File: src/rtl/req_join_sync.sv
// Synchronises asynchronous req lines into clk and joins them into a fin pulse.
// Supports all-of / any-of joins, a WAIT timeout and a wrapping round counter.
module req_join_sync #(
  parameter int REQ_NUM     = 2,
  parameter int SYNC_STAGES = 2,
  parameter int MODE_ALL    = 1,
  parameter int TIMEOUT_W   = 16
) (
  input  logic                 clk,
  input  logic                 rst_n,
  input  logic [REQ_NUM-1:0]   reqs,
  input  logic                 arm,
  input  logic [TIMEOUT_W-1:0] timeoutLimit,
  output logic                 fin,
  output logic                 timeout,
  output logic [REQ_NUM-1:0]   pending,
  output logic                 busy,
  output logic [7:0]           roundCnt
);

  typedef enum logic [1:0] {
    IDLE,
    WAIT,
    FIRE
  } state_e;

  logic [REQ_NUM-1:0]   sync_q [SYNC_STAGES];
  logic [REQ_NUM-1:0]   sync_d [SYNC_STAGES];
  logic [REQ_NUM-1:0]   prev_q, prev_d;
  logic [REQ_NUM-1:0]   pending_q, pending_d;
  logic [TIMEOUT_W-1:0] timer_q, timer_d;
  logic [7:0]           cnt_q, cnt_d;
  logic                 fin_q, fin_d;
  logic                 timeout_q, timeout_d;
  logic                 busy_q, busy_d;
  state_e               state_q, state_d;

  logic [REQ_NUM-1:0]   s;
  logic [REQ_NUM-1:0]   rise;
  logic [REQ_NUM-1:0]   pend_nx;
  logic [TIMEOUT_W-1:0] lim_m1;
  logic                 done;
  logic                 expire;

  always_comb begin
    sync_d[0] = reqs;
    for (int i = 1; i < SYNC_STAGES; i++) begin
      sync_d[i] = sync_q[i-1];
    end
  end

  assign s       = sync_q[SYNC_STAGES-1];
  assign prev_d  = s;
  assign rise    = s & ~prev_q;
  assign pend_nx = pending_q & ~rise;
  assign lim_m1  = timeoutLimit - TIMEOUT_W'(1);
  assign expire  = (timeoutLimit != '0) && (timer_q == lim_m1);
  assign done    = (MODE_ALL != 0) ? (pend_nx == '0)
                                   : ((rise & pending_q) != '0);

  always_comb begin
    state_d   = state_q;
    pending_d = pending_q;
    timer_d   = timer_q;
    cnt_d     = cnt_q;
    fin_d     = 1'b0;
    timeout_d = 1'b0;
    unique case (state_q)
      IDLE: begin
        if (arm) begin
          state_d   = WAIT;
          pending_d = '1;
          timer_d   = '0;
        end
      end
      WAIT: begin
        pending_d = pend_nx;
        // completion beats a coincident timer expiry
        if (done) begin
          state_d = FIRE;
          fin_d   = 1'b1;
        end else if (expire) begin
          state_d   = IDLE;
          timeout_d = 1'b1;
        end else begin
          timer_d = timer_q + TIMEOUT_W'(1);
        end
      end
      FIRE: begin
        cnt_d   = cnt_q + 8'd1;
        state_d = IDLE;
      end
      default: state_d = IDLE;
    endcase
    busy_d = (state_d != IDLE);
  end

  always_ff @(posedge clk or negedge rst_n) begin
    if (!rst_n) begin
      for (int i = 0; i < SYNC_STAGES; i++) begin
        sync_q[i] <= '0;
      end
      prev_q    <= '0;
      pending_q <= '0;
      timer_q   <= '0;
      cnt_q     <= '0;
      fin_q     <= 1'b0;
      timeout_q <= 1'b0;
      busy_q    <= 1'b0;
      state_q   <= IDLE;
    end else begin
      sync_q    <= sync_d;
      prev_q    <= prev_d;
      pending_q <= pending_d;
      timer_q   <= timer_d;
      cnt_q     <= cnt_d;
      fin_q     <= fin_d;
      timeout_q <= timeout_d;
      busy_q    <= busy_d;
      state_q   <= state_d;
    end
  end

  assign fin      = fin_q;
  assign timeout  = timeout_q;
  assign pending  = pending_q;
  assign busy     = busy_q;
  assign roundCnt = cnt_q;

endmodule

File: config.mk
export PLATFORM = sky130hd
export DESIGN_NAME = req_join_sync
export DESIGN_NICKNAME = d
export VERILOG_FILES = /design/src/rtl/req_join_sync.sv
export SDC_FILE = /design/constraint.sdc
export NUM_CORES = 1
export LEC_CHECK = 0
export CAP_MARGIN = 20
export CORE_ASPECT_RATIO = 2
export CORE_UTILIZATION = 54
export DETAILED_ROUTE_END_ITERATION = 8
export PLACE_DENSITY = 0.81
export SLEW_MARGIN = 20
export SYNTH_ARGS = -nofsm -noshare
export SYNTH_HDL_FRONTEND = slang
export SYNTH_SLANG_ARGS = --single-unit
File: constraint.sdc
create_clock -name clk -period 3.6 [get_ports clk]
set_clock_uncertainty 0.2 [all_clocks]
set_input_delay 0.54 -clock clk [delete_from_list [all_inputs] [get_ports clk]]
set_output_delay 0.54 -clock clk [all_outputs]
set_load 0.01 [all_outputs]
==> results of run 1 <==
worst reg2reg max path: cells and delay by family (launching register included):
family | cells | cell delay [ps]
buffers and inverters | 1 | 170
AO/OA/AOI/OAI | 3 | 750
AND/OR/NAND/NOR | 3 | 690
XOR/XNOR | 2 | 410
flip-flops | 1 | 430
area by class of cell:
cell class	instances	area, um2
clock buffer	7	86.33
fill	322	1080
inverter	3	11.26
multi-input combinational	178	1199
sequential	37	925.9
tap	51	63.81
timing repair buffer	51	478.0
state kept, by name, indices dropped and copies added, names as in the netlist, 2 cells and up:
signal    cells
prev_q        2
state_q       2
prev_d        2
roundCnt      8
timer_q      16
pending       2
sync_d        2
path summary, 6_finish.rpt:
| check | startpoint | to | slack (ps) | cells past startpoint |
|---|---|---|---|---|
| max in group asynchronous | rst_n | timer_q[0] | 2410 | 2 |
| max reg2reg | timer_q[8] | timer_q[11] | 870 | 9 |
| max | timeoutLimit[0] | timer_q[11] | 280 | 11 |
| min reg2reg | sync_d[0] | prev_d[0] | 150 | 0 |
| min | sync_d[0] | prev_d[0] | 150 | 0 |
| min in group asynchronous | rst_n | prev_q[1] | 460 | 2 |
power by group:
part / switching [mW] / leakage [nW] / internal [mW]
registers: 0.0806 / 0.485 / 0.485
clock network: 0.137 / 0.0443 / 0.152
logic: 0.182 / 0.637 / 0.200
total: 0.399 / 1.17 / 0.837
layout by cell type, fill, tap and decap left out, drive strengths merged, types with 6 or more instances in the layout:
cell type,netlist,final
a21oi,13,13
and3,6,6
buf,3,18
clkbuf,4,7
clkdlybuf4s50,0,33
dfrtp,37,37
nand2,11,11
nand3,12,12
nand4,11,11
nor2,14,14
nor2b,7,7
o21ai,13,13
o31ai,6,6
or3,6,6
xnor2,15,15
xor2,14,14
cells by family after synthesis:
kind of cell,count (synthesis),synth area share [%]
XOR/XNOR,29,11.70
adder cells (fa/ha/maj),3,1.729
flip-flops,37,42.65
AO/OA/AOI/OAI,48,14.18
buffers and inverters,10,2.132
AND/OR/NAND/NOR,95,26.17
multiplexers,3,1.441
metal layers:
layer	wire length (um)	vias up	part of all wire, %
met1	1938	938	38
met2	2842	46	56
li1	-	928	-
met5	0	-	0
met4	122	0	2.4
met3	135	9	2.7
synth_stat cells (2+ instances only):
library cell	number
nand4_1	10
mux2i_1	2
nor4_1	3
or4_1	5
nor2_1	13
clkbuf_1	4
dfrtp_1	37
nand2_1	11
nand3_1	12
o2111ai_1	2
inv_1	3
xor2_1	14
or2_2	3
and4_1	2
xnor2_1	15
ha_1	3
or3_1	6
o21bai_1	3
a21oi_1	13
and3_1	6
nor3_1	4
and2_1	2
o21ai_0	13
o31ai_1	6
nor2b_1	7
nand2b_1	5
metrics by stage:
step                hold WS, ps  instances
detailed placement        140.3        320
global route              157.6        327
finish                    149.4        327
floorplan                 44.41        225
global placement          136.6        320
CTS                       154.3        327
==> results.json, run 1 <==
{
  "status": "finished, final reports clean",
  "yosys.area.top_type": "dfrtp_1",
  "path_cells": "clkdlybuf4s50_1 -> nor4_4 -> buf_4 -> and4bb_1 -> a31o_1 -> a221o_1 -> nand4_2 -> nor2_2 -> buf_12 -> or4_1 -> a21oi_1",
  "fin_crit_ps": 3315,
  "grt_max_degree": 38,
  "design_area_mm2": 0.002764,
  "start_util_pct": 56.48,
  "p_leak_nw": 1.166,
  "htree_levels": 2,
  "routedWlPerCell_um": 15.41,
  "synth_cells": 225,
  "grt_usage_pct": 27.36,
  "worstPathBufferInverterCount": 3,
  "use_met2_pct": 47.57,
  "clock-sinks": 37,
  "drv_slew": 0,
  "vias_per_cell": 5.875,
  "synth_top_cell_area_share_pct": 42.65,
  "gr-total-overflow": 0,
  "total_power_mw": 1.236,
  "path_clk_slew_ps": 70,
  "yosysUniqueCellTypes": 47,
  "grtUsageMet3_pct": 4.528,
  "die_area_mm2": 0.004293,
  "core-area_mm2": 0.003844,
  "cp-end-kind": "register",
  "final_util_pct": 71.91,
  "cts-root-buf": "clkbuf_8",
  "irDropWorstVdd_v": 0.0004214,
  "slew_headroom_pct": 69.66,
  "pre_cts_slack_ps": 8.240,
  "synth_edf_count": 0,
  "antenna_found_initial": 0,
  "n_antenna_cell": 0,
  "drive_above_1_share_pct": 11.59,
  "cp.arrival_ps": 3320,
  "post-route-period-util_pct": 92.09,
  "port_buffers": 33,
  "async_reset_ff_share_pct": 100.0,
  "nNetsFinal": 300,
  "setup_viol": 0,
  "rows": 32,
  "max_freq_ghz": 0.3016,
  "finalHoldViolations": 0,
  "cts_resized": 0,
  "grtUsageMet1_pct": 30.31,
  "critical_path_class": "primary input to register",
  "numCtsBuffers": 5,
  "hold_class": "register to register",
  "hold_buffers": 0,
  "placed_cell_area_mm2": 0.002678,
  "drt_iter0_drc": 65,
  "start_kind": "primary input",
  "setup_ws_ps": 284.6,
  "grt_pass1_vias": 1909,
  "netlist_area_mm2": 0.002171,
  "drc": 0,
  "tightest_slew_ps": 455.1,
  "critPathRequiredTime_ps": 3610,
  "wl_mm": 5.038,
  "max-cap-violations": 0,
  "area_growth_pct": 27.32,
  "fp.dieH_um": 91.67,
  "ys_ff_latch": 37,
  "io-pin-count": 34,
  "syn_area_per_cell_um2": 9.648,
  "cts_tree": "yes",
  "gp_congestion": 0.7492,
  "synthTopCellsByArea": "dfrtp_1, xnor2_1, xor2_1",
  "synth_nets": 249,
  "die_w_um": 46.84,
  "cp_max_fo": 22,
  "ant_nets": 0,
  "insertion_delay_ps": 290,
  "cts_buffer_depth": 2,
  "slowest_delay_ps": 510,
  "cpMaxStageDelayCell": "or4_1",
  "hpwlAfterDp_mm": 3.788,
  "yosys_most_used_dff": "dfrtp_1",
  "dr_total_vias": 1921,
  "cts_setup_buffers": 0,
  "crit_family": "simple AND/OR/NAND/NOR gates",
  "rsz0062_at_grt": "no",
  "grt-busiest-layer": "met2",
  "setup_tns_ps": 0,
  "dr.pass1.iters": 4,
  "power_density_mw_per_mm2": 447.0,
  "synth_warnings": 0,
  "grt_pass1_wl_mm": 8.411,
  "synth-seq-area-share_pct": 42.65
}
(Power assumes the default switching activity.)
==> inputs of run 2 (changes only) <==
- TNS_END_PERCENT: not set -> 50
==> results of run 2 <==
Same layout as run 1: the final DEF is identical, and so are final timing and power.
==> inputs of run 3 (changes only) <==
- CORE_UTILIZATION: 54 -> 40
- PLACE_DENSITY: 0.81 -> 0.63
- RECOVER_POWER: not set -> 50
- SLEW_MARGIN: 20 -> 0
==> run 3 against run 2 <==
Against the previous run: the flow now finishes with violations (max-capacitance violations, max-slew violations); global-route usage decreased by 7.6 points; worst setup slack got worse by 48 ps; sequential power about the same; hold slack about the same; first-iteration DRC count decreased by 54%; wire length decreased by 2.0%; largest power group unchanged; highest routed layer unchanged.
==> results.json, run 3 (same netlist as run 1, synthesis figures left out) <==
{
  "crit_family": "simple AND/OR/NAND/NOR gates",
  "p_seq_share_pct": 46.3,
  "irDropWorstVdd_v": 0.0004438,
  "p_leak_nw": 1.151,
  "grt_pass1_vias": 1884,
  "worstPathBufferInverterCount": 3,
  "post-route-period-util_pct": 93.42,
  "drt_iter0_drc": 30,
  "cts-root-buf": "clkbuf_8",
  "wl_mm": 4.937,
  "tightest_slew_ps": 1901,
  "max_freq_ghz": 0.2973,
  "ff2ff_path_depth": 9,
  "slowest_delay_ps": 510,
  "rrSetupSlack_ps": 840,
  "holdWs_ps": 149.3,
  "final_common_cell": "dfrtp_1",
  "die_w_um": 54.09,
  "path_clk_slew_ps": 70,
  "switchingPower_mw": 0.4031,
  "routedWlPerCell_um": 14.83,
  "crit_cells": 12,
  "crit_start": "timeoutLimit[0]",
  "hpwlAfterDp_mm": 3.812,
  "p_sw_share_pct": 33.08,
  "power.internal_mw": 0.8155,
  "wl_met1_mm": 1.865,
  "grt_usage_pct": 19.76,
  "port_buffers": 33,
  "max-cap-violations": 1,
  "gp_congestion": 0.8388,
  "io-pin-count": 34,
  "final_util_pct": 52.80,
  "insertion_delay_ps": 290,
  "core-area_mm2": 0.005185,
  "setup_viol": 0,
  "ant_nets": 0,
  "rr_startpoint": "timer_q[8]",
  "start_kind": "primary input",
  "finalHoldViolations": 0,
  "critical_path_class": "primary input to register",
  "die_area_mm2": 0.005743,
  "nNetsFinal": 298,
  "rows": 37,
  "dpl.cell_count": 325,
  "violations": "max-capacitance violations, max-slew violations",
  "path_cells": "clkdlybuf4s50_1 -> inv_1 -> ha_1 -> nor3b_4 -> xnor2_1 -> a31o_1 -> a221o_1 -> nand4_2 -> nor2_2 -> buf_4 -> or4_1 -> a21oi_1",
  "drive_above_1_share_pct": 10.91,
  "grt_pass1_wl_mm": 8.273,
  "power_density_mw_per_mm2": 445.1,
  "dr_total_vias": 1916,
  "seq_area_um2": 925.9,
  "largest_reg_flops": 16,
  "dr.pass1.iters": 4,
  "regMostFlops": "timer_q",
  "cts_buffer_depth": 2,
  "cp-end-kind": "register",
  "numCtsBuffers": 5,
  "fp.dieH_um": 106.2,
  "area_growth_pct": 26.11,
  "mostFrequentLayoutCells": "dfrtp_1, clkdlybuf4s50_1, xnor2_1, buf_4, xor2_1",
  "n_fill_cell": 503,
  "hold_buffers": 0,
  "setup_tns_ps": 0,
  "clock-sinks": 37,
  "hold_start": "sync_d[0]",
  "dr.max_layer_used": "met4",
  "p_comb_share_pct": 30.9,
  "antenna_found_initial": 0,
  "cp_max_fo": 18,
  "gr-total-overflow": 0,
  "n_antenna_cell": 0,
  "route.met3.wl_um": 198,
  "cts_setup_buffers": 0,
  "status": "finished, violations left",
  "total_power_mw": 1.219,
  "r2r-end": "timer_q[13]",
  "route.met2.wl_mm": 2.717,
  "multi_input_area_mm2": 0.001199,
  "start_util_pct": 41.87,
  "slew_headroom_pct": -26.70,
  "cts_tree": "yes",
  "layout.cells.non_filler": 333,
  "cpMaxStageDelayCell": "or4_1",
  "htree_levels": 2,
  "cp-endpoint": "timer_q[13]",
  "drc": 0,
  "vias_per_cell": 5.754,
  "rsz0062_at_grt": "no",
  "clkPwrFrac_pct": 22.9,
  "cp.arrival_ps": 3380,
  "hold_class": "register to register",
  "critPathRequiredTime_ps": 3620,
  "grt_max_degree": 38,
  "cts_resized": 0,
  "drv_slew": 38,
  "fin_crit_ps": 3363
}
## run 3: changes by cell type in the layout (fill, tap and decap cells not counted)
cell             change
buf_12               -1
clkinv_2             +2
dlygate4sd3_1        +3
clkdlybuf4s50_1      -3
clkbuf_1             +1
clkbuf_8             -1
buf_4                -2
## run 3: worst min-delay path by stage
stage	end	depth (start not counted)	slack, ps
finish	prev_d[0]	0	150
global route	prev_d[0]	0	160
CTS	prev_d[0]	0	150
detailed placement	prev_d[0]	0	140
global placement	prev_d[1]	0	130
floorplan	busy	0	40
## run 3: power groups by stage
stage                     Clock [mW]  Combinational, mW  Sequential (mW)
after floorplan                    0              0.184            0.568
after global routing           0.304              0.417            0.576
after global placement             0              0.380            0.569
final                          0.279              0.376            0.564
after CTS                      0.288              0.386            0.564
after detailed placement           0              0.382            0.570
## run 3: area by class of cell
type,count,share of cell area [%]
flip-flops and latches,37,33.82
well taps,58,2.651
multi-input cells,178,43.78
clock buffers,6,2.651
repair buffers,49,16.32
inverters,3,0.4113
clock inverters,2,0.3656
## run 3: per-stage QoR
step | worst slack, ps | cell area, um2
after detailed placement | -81.66 | 2659
after global placement | 17.51 | 2659
after global routing | 114.4 | 2738
after CTS | 213.3 | 2741
final | 236.8 | 2738
after floorplan | 643.8 | 2171
## run 3: per-layer routing
metal | track usage [%] | vias to the layer above
met3 | 4.149 | 12
li1 | - | 922
met5 | 0 | -
met1 | 20.11 | 939
met4 | 9.524 | 0
met2 | 35.54 | 43
